**src/rtl/pmem_arbiter.sv**
```systemverilog
// Round-robin arbiter sharing one cacheline-wide memory port between the L1
// instruction cache (fills) and the L1 data cache (fills and writebacks).
module pmem_arbiter #(
  parameter int LINE_W = 256,
  parameter int ADDR_W = 32,
  parameter int CNT_W  = 32
) (
  input  logic              clk,
  input  logic              rst,
  input  logic [ADDR_W-1:0] i_addr,
  input  logic              i_read,
  output logic [LINE_W-1:0] i_rdata,
  output logic              i_resp,
  input  logic [ADDR_W-1:0] d_addr,
  input  logic              d_read,
  input  logic              d_write,
  input  logic [LINE_W-1:0] d_wdata,
  output logic [LINE_W-1:0] d_rdata,
  output logic              d_resp,
  output logic [ADDR_W-1:0] m_addr,
  output logic              m_read,
  output logic              m_write,
  output logic [LINE_W-1:0] m_wdata,
  input  logic [LINE_W-1:0] m_rdata,
  input  logic              m_resp,
  output logic [CNT_W-1:0]  i_grant_cnt,
  output logic [CNT_W-1:0]  d_grant_cnt,
  output logic [CNT_W-1:0]  conflict_cnt
);

  typedef enum logic [1:0] {
    IDLE    = 2'd0,
    SERVE_I = 2'd1,
    SERVE_D = 2'd2,
    DONE    = 2'd3
  } state_t;

  state_t state, state_next;
  logic   last_grant_d;  // 1 when D won the most recent grant

  logic req_i, req_d;
  logic grant_i, grant_d;
  logic conflict;
  logic serve_done;

  assign req_i = i_read;
  assign req_d = d_read | d_write;

  // On a tie the side that did not win last time is granted.
  assign grant_i    = (state == IDLE) && req_i && (!req_d || last_grant_d);
  assign grant_d    = (state == IDLE) && req_d && (!req_i || !last_grant_d);
  assign conflict   = (state == IDLE) && req_i && req_d;
  assign serve_done = ((state == SERVE_I) || (state == SERVE_D)) && m_resp;

  // Read data is shared; only the resp strobe tells a cache the data is valid.
  assign i_rdata = m_rdata;
  assign d_rdata = m_rdata;
  assign i_resp  = (state == SERVE_I) && m_resp;
  assign d_resp  = (state == SERVE_D) && m_resp;

  function automatic logic [CNT_W-1:0] sat_inc(input logic [CNT_W-1:0] v);
    return (&v) ? v : v + CNT_W'(1);
  endfunction

  always_comb begin
    // NOTE: defaulting next-state first keeps every path assigned, so no latch is inferred.
    state_next = state;
    case (state)
      IDLE: begin
        if (grant_i)      state_next = SERVE_I;
        else if (grant_d) state_next = SERVE_D;
      end
      SERVE_I: if (m_resp) state_next = DONE;
      SERVE_D: if (m_resp) state_next = DONE;
      DONE:    state_next = IDLE;
      default: state_next = IDLE;
    endcase
  end

  // NOTE: sequential state uses non-blocking assignments so every register samples pre-edge values.
  always_ff @(posedge clk or negedge rst) begin
    if (!rst) begin
      state        <= IDLE;
      last_grant_d <= 1'b0;
      m_addr       <= '0;
      m_read       <= 1'b0;
      m_write      <= 1'b0;
      m_wdata      <= '0;
      i_grant_cnt  <= '0;
      d_grant_cnt  <= '0;
      conflict_cnt <= '0;
    end else begin
      state <= state_next;

      if (conflict) conflict_cnt <= sat_inc(conflict_cnt);

      if (grant_i) begin
        m_addr       <= i_addr;
        m_read       <= 1'b1;
        m_write      <= 1'b0;
        last_grant_d <= 1'b0;
        i_grant_cnt  <= sat_inc(i_grant_cnt);
      end else if (grant_d) begin
        // An illegal read+write request is treated as a writeback.
        m_addr       <= d_addr;
        m_read       <= d_read & ~d_write;
        m_write      <= d_write;
        m_wdata      <= d_wdata;
        last_grant_d <= 1'b1;
        d_grant_cnt  <= sat_inc(d_grant_cnt);
      end else if (serve_done) begin
        m_read  <= 1'b0;
        m_write <= 1'b0;
      end
    end
  end

endmodule

```
**config.mk**
```make
export PLATFORM = sky130hd
export DESIGN_NAME = pmem_arbiter
export DESIGN_NICKNAME = d
export VERILOG_FILES = /design/src/rtl/pmem_arbiter.sv
export SDC_FILE = /design/constraint.sdc
export NUM_CORES = 1
export LEC_CHECK = 0
export CAP_MARGIN = 40
export CORE_AREA = 5 5 577 579
export DETAILED_ROUTE_END_ITERATION = 8
export DIE_AREA = 0 0 582 584
export DONT_BUFFER_PORTS = 1
export RECOVER_POWER = 25
export SLEW_MARGIN = 15
export SYNTH_ARGS = -nofsm -noshare
export SYNTH_HDL_FRONTEND = slang
export SYNTH_SLANG_ARGS = --single-unit
export TNS_END_PERCENT = 30
```
**constraint.sdc**
```tcl
create_clock -name clk -period 2.6 [get_ports clk]
set_clock_uncertainty 0.15 [all_clocks]
set_input_delay 0.52 -clock clk [delete_from_list [all_inputs] [get_ports clk]]
set_output_delay 0.52 -clock clk [all_outputs]
set_load 0.1 [all_outputs]
```
==> flow_summary_export.csv <==
group,metric,value,unit
run_status,outcome,"finished with violations",
run_status,violations,"negative hold slack, max-slew violations",
place,portBuffers,0,
routing,firstDrtPassIters,5,
routing,wirelength,226000,microns
setup_path,startpoint_type,"register",
timing,max-slew-margin-rel,-0.177,
clock_network,cts.sinks,389,
clock_network,cts_tree,"built",
clock_network,cts.path.max_buffers,3,
yosys,ys_seq_area_frac,0.496,
die,core_area,327000,sq um
yosys,synth_warnings,0,
cells_and_area,nFillCells,37738,
routing,route.detailed.drc,0,
timing,rsz0062_at_grt,"false",
timing,min_period,2.44,ns
die,die_h,584,microns
yosys,synth_top_area_share,0.496,
setup_path,reg2reg_slack,0.17,ns
yosys,synth_largest_area_cell,"dfrtp_1",
grt,grt_pass1_vias,16603,
yosys,async_reset_ff_frac,1.00,
worst_hold_path,hp-class,"input port to async pin",
die,start_util,0.0601,
routing,via_per_inst,2.48,
yosys,synthesis.nets,2783,
yosys,netlist-cell-type-count,53,
cells_and_area,final_nets,2999,
timing,hold_ws,-0.635,ns
place,place_congestion,0.930,
cells_and_area,final_common_cell,"nand2_1",
timing,drv_slew,67,
grt,grt_usage,0.127,
cells_and_area,drive_gt1_frac,0.239,
routing,detail-route-antenna-nets,0,
setup_path,cpPeakStageDelay,0.39,ns
yosys,synth.cell_area,19600,sq um
grt,grt-ovfl-total,0,
cells_and_area,final_cell_mix,"805 x nand2_1, 406 x buf_4, 342 x dfrtp_1",
yosys,synth-seq-cells,389,
clock_network,worstSkewPairLatency,0.71,ns
yosys,synth_top_flop_cell,"dfrtp_1",
yosys,synth_edf_count,0,
die,boundaryPins,1482,
setup_path,worst-path-buf-inv,2,
clock_network,path_clk_slew,0.07,ns
clock_network,root_buffer,"clkbuf_16",
pwr,powerDensity,1620,nW/um^2
setup_path,path_cells,"inv_1 > ha_1 > and2_2 > buf_8",
clock_network,ctsHoldBuffers,326,
grt,antenna_found_initial,132,
setup_path,endpoint_kind,"output port",
pwr,total_power,47.8,mW
setup_path,cp.required,1.93,ns
cells_and_area,area_growth,50.5,%
pwr,power.leakage,12.5,nW
timing,tightest_slew,1.77,ns
setup_path,critical_path.top_delay_family,"flip-flops",
grt,grt_pass1_wl,263000,microns
routing,wire_per_inst,33.1,microns
yosys,avgSynthCellArea,8.94,sq um
yosys,synth_area_leaders,"dfrtp_1 50%, buf_4 20%, nand2_1 15%, xnor2_1 2.9%, nor2_1 1.7%",
die,rows,210,
die,die_x,582,microns
die,dieArea,340000,sq um
clock_network,cts_made_buffers,53,
timing,fmax,411,MHz
place,dpl.hpwl,202000,microns
setup_path,critPathArrivalTime,1.77,ns
routing,first_iter_violations,1646,
cells_and_area,multi_input_area,5760,sq um
timing,hold_viol,389,
job,drv_cap,0,
setup_path,path_max_fanout,4,
timing,finalSetupViolations,0,
cells_and_area,seq_area,9790,sq um
setup_path,crit_type,"register to output port",
timing,period_share,0.937,
setup_path,cpMaxStageDelayCell,"dfrtp_1",
routing,vias,16917,
yosys,syn_inst,2194,
clock_network,cts_htree_levels,2,
grt,grt_max_degree,390,
pwr,ir_drop,0.563,mV
-- area by class of cell --
class,instances,area share
Sequential cell,389,0.332
Timing Repair Buffer,745,0.222
Multi-Input combinational cell,1213,0.195
Tap cell,4346,0.184
Clock buffer,69,0.0496
Clock inverter,30,0.0145
Antenna cell,28,0.00237
Inverter,8,0.00102
-- routing by layer --
metal / GRT usage / wire length, microns / share of wire / vias to the layer above
met3: 0.154 / 60300 / 0.27 / 691
met1: 0.0836 / 49700 / 0.22 / 7600
met5: 0.00925 / 896 / 0.0040 / -
met2: 0.201 / 100000 / 0.44 / 1643
li1: - / - / - / 6905
met4: 0.0665 / 15100 / 0.067 / 78
-- metrics by stage --
stage	cell area, sq um	util	cells	setup TNS [ns]	setup slack [ns]
finish	29500	0.0904	6828	0	0.164
floorplan	19700	-	2194	-0.316	-0.0584
global placement	24300	0.0744	6375	0	0.0600
CTS	29400	0.0902	6800	0	0.00270
detailed placement	24300	0.0744	6375	0	0.0487
global route	29500	0.0903	6812	0	0.0235
-- Yosys cell counts (all sizes together) (2+ instances only) --
cell type	number
nand2	807
buf	537
dfrtp	389
nor2	90
xnor2	65
clkbuf	47
nand4	47
nand3	37
o22ai	32
xor2	27
and3	18
nor4	14
nor3	11
and2	10
inv	8
ha	7
o21ai	6
and4	5
a31oi	4
a21oi	3
mux2	3
or3	3
or4	3
a2111oi	2
a22o	2
nor3b	2
nor4b	2
or2	2
-- logic make-up after synthesis --
| family | Yosys count | synth area share |
|---|---|---|
| flip-flops | 389 | 0.496 |
| adder cells (fa/ha/maj) | 7 | 0.00446 |
| XOR/XNOR | 92 | 0.0411 |
| AND/OR/NAND/NOR | 1055 | 0.224 |
| buffers and inverters | 592 | 0.212 |
| AO/OA/AOI/OAI | 56 | 0.0205 |
| multiplexers | 3 | 0.00172 |
-- worst register-to-register path, cell delays in order (launching register included) --
cell and delay [ns]:
dfrtp_1 0.41, inv_1 0.14, ha_2 0.25, a21boi_2 0.29
o21ai_4 0.17, buf_12 0.21, buf_12 0.30, nand2_1 0.37
nand2_1 0.07
-- power by group --
part / total [mW] / internal (mW) / switching, mW
combinational: 29.5 / 4.72 / 24.7
clock: 8.20 / 4.73 / 3.47
sequential: 10.1 / 8.30 / 1.84
-- state kept, by name, indices dropped and copies added, names as in the netlist --
signal / flops
m_read: 1
m_addr: 32
conflict_cnt: 32
m_write: 1
last_grant_d: 1
i_grant_cnt: 32
state: 2
m_wdata: 256
d_grant_cnt: 32
-- path summary, 6_finish.rpt --
kind | start | to | cells after the start
worst min-delay path | rst | m_wdata[210] | 0
worst min register to register | m_wdata[41] | m_wdata[41] | 2
worst max-delay path | state[1] | i_resp | 4
max in group asynchronous | rst | m_wdata[107] | 0
min in group clk | d_write | last_grant_d | 3
worst max register to register | state[0] | m_wdata[222] | 8
-- repair_timing --
item | 4_1_cts | 5_1_grt
endpoints found under the setup margin | 1 | 138
setup buffers | 0 | 0
gates resized for setup | 1 | 7
pin swaps | 0 | 0
hold endpoints to repair | 683 | 389
(Power assumes the default switching activity.)
